$ cat src/rtl/zjh_cmp_pipe.sv
`default_nettype none
// ============================================================================
// Module   : zjh_cmp_pipe
// Purpose  : Two-stage pipelined magnitude comparator with a valid/ready
//            stream interface. Operands may optionally arrive Gray-coded and
//            are converted to binary before stage 1. Stage 2 holds one-hot
//            AEB/AGB/ALB flags. Saturating counters tally accepted results.
// Ports    : CLK, RST          - clock, asynchronous active-high reset
//            DataA, DataB      - WIDTH-bit operands
//            SignedMode        - 1 = two's-complement compare, 0 = unsigned
//            InValid/InReady   - input handshake
//            AEB/AGB/ALB       - registered compare flags
//            OutValid/OutReady - output handshake
//            CntClr            - synchronous clear of all counters
//            CntEQ/CntGT/CntLT - saturating result counters
// Revision : 1.0 - initial release
// ============================================================================
module zjh_cmp_pipe #(
   parameter int WIDTH     = 8,
   parameter int GRAY_IN   = 0,
   parameter int CNT_WIDTH = 16
) (
   input  logic                 CLK,
   input  logic                 RST,
   input  logic [WIDTH-1:0]     DataA,
   input  logic [WIDTH-1:0]     DataB,
   input  logic                 SignedMode,
   input  logic                 InValid,
   output logic                 InReady,
   output logic                 AEB,
   output logic                 AGB,
   output logic                 ALB,
   output logic                 OutValid,
   input  logic                 OutReady,
   input  logic                 CntClr,
   output logic [CNT_WIDTH-1:0] CntEQ,
   output logic [CNT_WIDTH-1:0] CntGT,
   output logic [CNT_WIDTH-1:0] CntLT
);

   localparam logic [CNT_WIDTH-1:0] CNT_MAX = '1;
   localparam logic [CNT_WIDTH-1:0] CNT_ONE = CNT_WIDTH'(1);

   // ------------------------------------------------------------------
   // Operand conversion (combinational, ahead of the stage-1 register)
   // ------------------------------------------------------------------
   logic [WIDTH-1:0] a_bin;
   logic [WIDTH-1:0] b_bin;

   generate
      if (GRAY_IN != 0) begin : g_gray
         // Binary bit i is the XOR of all Gray bits from the MSB down to i.
         for (genvar i = 0; i < WIDTH; i++) begin : g_bit
            assign a_bin[i] = ^(DataA >> i);
            assign b_bin[i] = ^(DataB >> i);
         end
      end else begin : g_pass
         assign a_bin = DataA;
         assign b_bin = DataB;
      end
   endgenerate

   // ------------------------------------------------------------------
   // Handshake / advance control
   // ------------------------------------------------------------------
   logic s1_valid;
   logic s2_adv;
   logic s1_adv;
   logic out_hs;

   assign s2_adv  = !OutValid || OutReady;
   // Stage 1 may load whenever it is empty, even if stage 2 is stalled.
   assign s1_adv  = !s1_valid || s2_adv;
   assign InReady = s1_adv;
   assign out_hs  = OutValid && OutReady;

   // ------------------------------------------------------------------
   // Stage 1: converted operands and their compare mode
   // ------------------------------------------------------------------
   logic [WIDTH-1:0] s1_a;
   logic [WIDTH-1:0] s1_b;
   logic             s1_signed;

   always_ff @(posedge CLK or posedge RST) begin
      if (RST) begin
         s1_valid  <= 1'b0;
         s1_a      <= '0;
         s1_b      <= '0;
         s1_signed <= 1'b0;
      end else if (s1_adv) begin
         s1_valid <= InValid;
         if (InValid) begin
            s1_a      <= a_bin;
            s1_b      <= b_bin;
            s1_signed <= SignedMode;
         end
      end
   end

   // ------------------------------------------------------------------
   // Compare: inverting the sign bit maps two's-complement ordering onto
   // unsigned ordering, so one unsigned comparator serves both modes.
   // ------------------------------------------------------------------
   logic [WIDTH-1:0] cmp_a;
   logic [WIDTH-1:0] cmp_b;
   logic             eq_next;
   logic             gt_next;
   logic             lt_next;

   assign cmp_a   = s1_a ^ {s1_signed, {(WIDTH-1){1'b0}}};
   assign cmp_b   = s1_b ^ {s1_signed, {(WIDTH-1){1'b0}}};
   assign eq_next = (cmp_a == cmp_b);
   assign gt_next = (cmp_a > cmp_b);
   assign lt_next = !eq_next && !gt_next;

   // ------------------------------------------------------------------
   // Stage 2: registered flags. Flags only load with a valid result, so
   // they hold their last value while OutValid is low.
   // ------------------------------------------------------------------
   always_ff @(posedge CLK or posedge RST) begin
      if (RST) begin
         OutValid <= 1'b0;
         AEB      <= 1'b0;
         AGB      <= 1'b0;
         ALB      <= 1'b0;
      end else if (s2_adv) begin
         OutValid <= s1_valid;
         if (s1_valid) begin
            AEB <= eq_next;
            AGB <= gt_next;
            ALB <= lt_next;
         end
      end
   end

   // ------------------------------------------------------------------
   // Saturating event counters; clear takes priority over a handshake.
   // ------------------------------------------------------------------
   always_ff @(posedge CLK or posedge RST) begin
      if (RST) begin
         CntEQ <= '0;
         CntGT <= '0;
         CntLT <= '0;
      end else if (CntClr) begin
         CntEQ <= '0;
         CntGT <= '0;
         CntLT <= '0;
      end else if (out_hs) begin
         if (AEB && (CntEQ != CNT_MAX)) CntEQ <= CntEQ + CNT_ONE;
         if (AGB && (CntGT != CNT_MAX)) CntGT <= CntGT + CNT_ONE;
         if (ALB && (CntLT != CNT_MAX)) CntLT <= CntLT + CNT_ONE;
      end
   end

endmodule
`default_nettype wire

$ cat config.mk
export PLATFORM = sky130hd
export DESIGN_NAME = zjh_cmp_pipe
export DESIGN_NICKNAME = d
export VERILOG_FILES = /design/src/rtl/zjh_cmp_pipe.sv
export SDC_FILE = /design/constraint.sdc
export NUM_CORES = 1
export LEC_CHECK = 0
export ABC_AREA = 1
export CORE_MARGIN = 2
export CORE_UTILIZATION = 40
export CTS_BUF_LIST = sky130_fd_sc_hd__clkbuf_4 sky130_fd_sc_hd__clkbuf_8 sky130_fd_sc_hd__clkbuf_16
export CTS_CLUSTER_DIAMETER = 30
export DETAILED_ROUTE_END_ITERATION = 7
export HOLD_SLACK_MARGIN = 0.1
export PLACE_DENSITY_LB_ADDON = 0.08
export SLEW_MARGIN = 5
export SYNTH_ARGS = -nofsm -noshare
export SYNTH_HDL_FRONTEND = slang
export SYNTH_SLANG_ARGS = --single-unit
$ cat constraint.sdc
create_clock -name CLK -period 5.35 [get_ports CLK]
set_input_delay 1.07 -clock CLK [delete_from_list [all_inputs] [get_ports CLK]]
set_output_delay 1.07 -clock CLK [all_outputs]
set_load 0.02 [all_outputs]
==> metrics list, run 1 <==
* Run status: finished, final reports clean
* Slew @ Worst Pin: about 840 ps
- Critical Path Fanout Max: 3
* Number of hold buffers added after CTS: 0
- Counting the buffers created by CTS gives 9.
- The total overflow left after global routing is 0.
- Final setup violation count: 0
- The first global-routing pass estimated 16,480 um of wire.
* Headroom to the max-slew limit: about 44%
- The share of the Yosys chip area taken by registers is between 40% and 50%.
- The synthesized netlist occupies a cell area of 4139 um^2.
- In the synthesized netlist the async set-or-reset flop fraction comes to 100.0%.
* Total routing usage reported by global routing: 18.17%
- Of the available clock period, the critical path in the final layout requires between 60% and 70%.
- STA classifies the critical path endpoint as a primary output.
- DRT antenna net count: 0
* Clock tree skew after final layout: 12.54 ps
* CTS resizes: 0
* Boundary Pins: 75
- In this run the deepest clock path goes through 2 buffers.
* Setup Fix Bufs, Post-CTS: 0
- Clock tree root driver cell: sky130_fd_sc_hd__clkbuf_8
* Startpoint types: input pin
- The final layout contains 658 nets.
* Unrepaired setup endpoints after global routing: no
* Initial Utilization: 40.64%
- The count of buffers added on input and output ports is 74.
- The die covers 11,180 um^2.
- For the worst-skew pair, the clock arrives at the later sink with an insertion delay of 340 ps.
- The synthesized netlist devotes between 5 and 6% of its cell area to compound gates.
- Final Core Density: between 50% and 60%
- The first routing iteration left 128 violations.
- Clock transition at the register clock pins on the worst setup and hold paths after CTS: 80 ps
- Row count: 37
- Ratio of cells with drive above 1 in the final layout: under 10%
- The repair_antennas step left the layout with diodes totalling 0.
* Per-cell routed wire length: 12.65 um
- Class of the tightest hold or removal check: flip-flop to flip-flop
- By count the netlist is led by sky130_fd_sc_hd__nand2_1, sky130_fd_sc_hd__dfrtp_1, sky130_fd_sc_hd__nor2_1.
- Library cell with the highest instance count after synthesis: sky130_fd_sc_hd__nand2_1
- Mux share of post-synthesis cell area: 2.721%
- Once routing completed, OpenROAD measured the worst setup slack at 1925 ps.
- Post-route DRC violation count: 0
- Detailed-route via count: 3,749
* Highest ir drop seen on vdd: 0.1296 mV
- Pre-antenna DRT Iters: 4
- Counting I/O delays and the setup requirement, the final critical path takes 3425 ps.
- Flip-flop and latch count after synthesis: 70
- Fill cells in the final layout number between 1,000 and 1,500.
- After synthesis, the largest family of logic cells by area is simple AND/OR/NAND/NOR gates.
- By area the synthesized netlist is led by sky130_fd_sc_hd__dfrtp_1, sky130_fd_sc_hd__nand2_1, sky130_fd_sc_hd__nand4_1.
* Number of pins exceeding their max-slew limit in the final report: 0
- Distinct cells, synth: 28
- Of the total synthesized cell area, the portion taken by AND, OR, NAND and NOR gates is 38.21%.
- Number of enable flip-flop cells after synthesis: 0
* Syn Area/Cell: 7.485 um^2
- Die span in x: 105.7 um
- H-tree depth: 3
- Die height: 105.7 um
- For this design the ratio of total power to cell area is 254.9 nW/um^2.
- Syn_nets: between 500 and 600
- The initial antenna violation count is 0.
* Category of the critical setup timing path: input pin to primary output
- Based on the critical path, the design can be clocked at up to roughly 290 MHz.
- Final WL: 9691 um
* Parity-gate share of the synthesized area counting xor and xnor cells: 1.904%
- Timing analysis after detailed placement gives a worst setup slack of around 1900 ps.
- Summing the areas of all fa, ha and maj instances in the mapped netlist gives 3.325% of the synthesized area.
* Main flop type after synthesis: sky130_fd_sc_hd__dfrtp_1
- Data arrival time at the worst-slack endpoint: 2360 ps
- Area added between synthesis and finish: 25.70%
- Gate count of the mapped netlist: 553
- Summed over all instances, the cell type with the most area after synthesis is sky130_fd_sc_hd__dfrtp_1.
* Global placement routability congestion: between 0.8 and 0.9
* HPWL after DPL: 6762 um
- CORE AREA: 10,180 um^2
* Vias in the first global route: ~3,500
- Share of the synthesized area in the top cell type: 42.32%
* Via density: between 4 and 5
- In the final timing run, aggregate negative setup slack is 0 ps.
* TritonCTS clock tree: yes
- Largest net degree at the start of global routing: 46
- Yosys warning count: 0
* Sink count of the clock tree: 70
- Max-cap violations in this run came to 0.
- Worst endpoint required time: 4280 ps
- The number of hold violations in the final report was 0.
- Summed over all cells, the static leakage comes to 2.396 nW.
cell type report:
class	instances	area [um^2]	share of cell area [%]
Multi-Input combinational cell	421	2120	40.74
Sequential cell	70	1752	33.67
Timing Repair Buffer	75	748.2	14.38
Inverter	48	180.2	3.463
Tap cell	136	170.2	3.271
Clock buffer	11	151.4	2.910
Clock inverter	5	81.33	1.563
sequential cells by signal, summed over array words and instances, names as in the netlist:
name,cells
s1_valid,1
CntGT,16
OutValid,1
AEB,1
s1_signed,1
s1_b,8
ALB,1
CntLT,16
CntEQ,16
AGB,1
s1_a,8
critical path, stage by stage:
cell                              delay [ps]
sky130_fd_sc_hd__clkdlybuf4s50_1         500
sky130_fd_sc_hd__inv_1                    60
sky130_fd_sc_hd__nand3_1                 110
sky130_fd_sc_hd__clkdlybuf4s50_1         620
through the flow:
step | hold WS [ps] | std cells | cell area, um^2 | total power, W
global placement | 492.8 | 750 | 4970 | 0.0008383
CTS | 520.5 | 766 | 5202 | 0.001351
finish | 518.8 | 766 | 5202 | 0.001326
floorplan | 483.6 | 553 | 4139 | 0.0007592
detailed placement | 501.6 | 750 | 4970 | 0.0008415
global route | 538.6 | 766 | 5202 | 0.001409
layout by cell type, fill, tap and decap left out, types with 3 or more instances in the layout:
master	synthesis	layout
sky130_fd_sc_hd__or2_2	8	8
sky130_fd_sc_hd__nor2_4	5	5
sky130_fd_sc_hd__clkdlybuf4s50_1	0	74
sky130_fd_sc_hd__clkbuf_8	0	11
sky130_fd_sc_hd__dfrtp_1	70	70
sky130_fd_sc_hd__nand3b_1	4	4
sky130_fd_sc_hd__inv_1	47	46
sky130_fd_sc_hd__ha_1	11	11
sky130_fd_sc_hd__nor2_1	61	61
sky130_fd_sc_hd__nand2_1	198	198
sky130_fd_sc_hd__o211ai_1	3	3
sky130_fd_sc_hd__mux2_2	10	10
sky130_fd_sc_hd__a21oi_1	14	14
sky130_fd_sc_hd__xor2_1	8	8
sky130_fd_sc_hd__o21ai_0	7	7
sky130_fd_sc_hd__nand3_1	33	33
sky130_fd_sc_hd__nand4_1	41	41
sky130_fd_sc_hd__o21bai_1	9	9
sky130_fd_sc_hd__nor2_2	4	4
where the power goes:
group / total (W) / switching (W) / internal (W) / leakage, nW
Combinational: 0.000238 / 0.000141 / 0.0000962 / 1.36
Clock: 0.000498 / 0.000210 / 0.000288 / 0.116
Sequential: 0.000590 / 0.0000260 / 0.000564 / 0.924
cells by family after synthesis:
family / Yosys count
xor gates and xnor gates: 9
AOI/OAI and AO/OA: 35
buffers and inverters: 62
muxes: 10
adders and majority gates: 11
and+or+nand+nor: 356
DFF: 70
path summary, 6_finish.rpt:
path	start	endpoint	slack, ps	depth (start not counted)
worst max register to register	CntEQ[0]	CntEQ[5]	3320	9
max in group asynchronous	RST	s1_a[6]	3210	3
worst min register to register	s1_b[0]	s1_b[0]	520	1
worst min-delay path	s1_b[0]	s1_b[0]	520	1
min in group asynchronous	RST	CntGT[2]	1160	2
worst max-delay path	OutReady	InReady	1920	4
metal layers:
metal | share of wire, % | GRT usage, % | vias up
li1 | - | - | 1943
met1 | 49 | 24.89 | 1739
met2 | 47 | 29.12 | 63
met3 | 3.9 | 4.267 | 4
met4 | 0.50 | 4.417 | 0
met5 | 0 | 0 | -
(Power assumes the default switching activity.)
==> run 2: changes to the inputs <==
Clock period 5.35 ns to 3.5 ns, I/O delays scaled along.
==> metrics list, run 2 (synthesized netlist as in run 1, its figures left out) <==
- Setup Fix Bufs, Post-CTS: 0 (unchanged)
- Category of the critical setup timing path: input pin to primary output
* Initial DRC Count: 114 (-11%)
* Run status: finished, final reports clean
- Pre-antenna DRT Iters: 5 (+1)
- Initial Utilization: 40.64% (unchanged)
- Clock tree skew after final layout: 13.30 ps (+0.7622 ps)
- Number of diodes added for antenna fixing: 0 (unchanged)
- The number of instances resized during post-cts repair was 0 (unchanged).
- Cell Count, Final, Fillers Out: 768 (+0.26%)
- The count of final setup violators was 0 (unchanged).
* CORE AREA: 10,180 um^2 (unchanged)
* Slew @ Worst Pin: 825.4 ps (-9.658 ps)
* Worst r2r path cells: 9 (unchanged)
- Worst endpoint required time: 2800 ps (-1480 ps)
- Total power density per cell area: 368.1 nW/um^2 (+44%)
- The post-CTS clock slew at the launch and capture registers of the worst setup and hold paths came to 70 ps (about the same).
- The max-slew headroom at the worst pin came to 44.84% (+0.65 points).
- The number of buffers between clock root and the deepest sink was 2 (unchanged).
* Critical Path Fanout Max: 3 (unchanged)
* Fillers: 1,011 (-2.4%)
- Hold worst-path end: AGB
* Global-route wire length before repair: 16,720 um (+1.5%)
- The number of placement rows came to 37 (unchanged).
* Total overflow reported by the global router: 0 (unchanged)
- The pre-CTS setup slack is 804.6 ps (-1114 ps).
- Type of destination of the critical path: primary output
- The tree is rooted in a sky130_fd_sc_hd__clkbuf_8.
- Detailed-route via count: 3,851 (+2.7%)
* # nets final: 660 (+0.30%)
- Per-cell routed wire length: 12.86 um (+1.7%)
* Worst hold path cell count: 2 (+1)
- Ratio of cells with drive above 1 in the final layout: 7.911% (+0.29 points)
- HPWL after DPL: 6900 um (+2.0%)
* Class of the tightest hold or removal check: flip-flop to flip-flop
- Data arrival time at the worst-slack endpoint: 1990 ps (-370 ps)
- Aggregate negative setup slack: 0 ps (unchanged)
* Area after detailed placement: 4997 um^2 (+0.55%)
- Vias in the first global route: 3,637 (+4.9%)
* Via density: 5.014 (+2.5%)
- The count of clock tree sinks came to 70 (unchanged).
* FMAX: 371.6 MHz
- The endpoint identified for the worst register-to-register timing path is CntGT[14].
* Clock latency reported for the late side of the worst-skew pair: 360 ps (+20 ps)
- Setup repair after global routing left no endpoint under its margin.
- The count of buffers from port buffering is 74 (unchanged).
- H-tree depth: 3 (unchanged)
* Start point of the worst hold path: AGB
- After layout, the worst path uses just under 80% of the clock period.
- Max cap viols: 0 (unchanged)
- Number of failing hold endpoints at the final stage: 0 (unchanged)
- TritonCTS clock tree: yes
- Highest ir drop seen on vdd: 0.1699 mV (+31%)
- Placed Cells: 752 (+0.27%)
- The height of the die is 105.7 um (unchanged).
- The total wire length was 9880 um (+2.0%).
* Area added between synthesis and finish: 25.33%
- Boundary Pins: 75 (unchanged)
- Worst flop-to-flop path startpoint: CntGT[0]
* Minimum setup slack among reg-to-reg paths: 1470 ps (-1850 ps)
* Total routing usage reported by global routing: 18.49% (+0.32 points)
- Die outline area: 11,180 um^2 (unchanged)
* Least setup slack across all paths after layout: 808.9 ps (-1116 ps)
- Die span in x: 105.7 um (unchanged)
- The pin count of the biggest net entering global routing came to 46 (unchanged).
- The count of nets left with antenna violations after detail routing came to 0 (unchanged).
* Number of hold buffers added after CTS: 0 (unchanged)
* Largest registers ranked by flip-flop count: CntEQ: 16 flops, CntGT: 16 flops, CntLT: 16 flops
* Post-Layout Inst Area: 5187 um^2 (-0.29%)
- The initial antenna violation count is 0 (unchanged).
- The clock period could shrink to 2691 ps.
- The number of clock buffers inserted by TritonCTS is 9 (unchanged).
- The leakage dissipation was 2.394 nW (about the same).
* Leading cell type in the layout, fill and taps excluded: sky130_fd_sc_hd__nand2_1
- Startpoint types: input pin
- The count of final max-slew check failures came to 0 (unchanged).
* Post-route DRC violation count: 0 (unchanged)
- The placer's final routability congestion estimate came to 0.8635 (+3.0%).
- The top cell types in the final layout, fill and taps aside, are sky130_fd_sc_hd__nand2_1, sky130_fd_sc_hd__clkdlybuf4s50_1, sky130_fd_sc_hd__dfrtp_1.
==> run 2: cell count changes in the layout (fill, tap and decap cells not counted) <==
cell / before / now
sky130_fd_sc_hd__clkbuf_8: 11 / 12
sky130_fd_sc_hd__clkinv_2: 1 / 2
sky130_fd_sc_hd__buf_12: 0 / 1
sky130_fd_sc_hd__buf_4: 1 / 2
sky130_fd_sc_hd__clkbuf_4: 0 / 1
sky130_fd_sc_hd__bufinv_16: 2 / 0
sky130_fd_sc_hd__clkinv_4: 1 / 0
==> run 2: layout make-up <==
class                      count  area [um^2]  share of cell area [%]
multi-input combinational    421         2120                   40.86
sequential                    70         1752                   33.77
tap                          136        170.2                   3.280
inverter                      48        180.2                   3.473
clock inverter                 3        17.52                  0.3377
clock buffer                  13        172.7                   3.329
timing repair buffer          77        775.7                   14.95
==> run 2: per-layer routing <==
metal	global-route usage (%)	part of all wire, %	vias up	wire [um]
met5	0	0	-	0
met4	6.579	1.1	0	112
met3	4.205	4.7	11	461
met2	30.74	47	85	4635
met1	23.64	47	1805	4670
li1	-	-	1950	-
==> run 2: stage by stage <==
stage	hold WS, ps	power [W]	util (%)
final	508.2	0.001909	50.93
after global routing	535.6	0.002021	50.93
after CTS	513.1	0.001933	50.93
after detailed placement	493.2	0.001291	49.07
after global placement	493.7	0.001286	49.07
after floorplan	483.6	0.001161	-
==> run 2: worst max path at each step <==
stage               depth (start not counted)      from      end  slack (ps)
floorplan                                   1       RST      AEB        1030
global placement                            4  OutReady  InReady         840
detailed placement                          4  OutReady  InReady         800
CTS                                         4  OutReady  InReady         800
global route                                4  OutReady  InReady         750
finish                                      4  OutReady  InReady         810
==> run 2: power by group <==
group,leakage (nW),total (W),internal (W),switching [W]
clock,0.0988,0.000640,0.000321,0.000318
combinational,1.37,0.000368,0.000151,0.000216
sequential,0.924,0.000902,0.000863,0.0000390
==> run 2: worst max-delay path, stage by stage <==
cell                              delay, ps
sky130_fd_sc_hd__clkdlybuf4s50_1        500
sky130_fd_sc_hd__inv_1                   60
sky130_fd_sc_hd__nand3_1                110
sky130_fd_sc_hd__clkdlybuf4s50_1        610
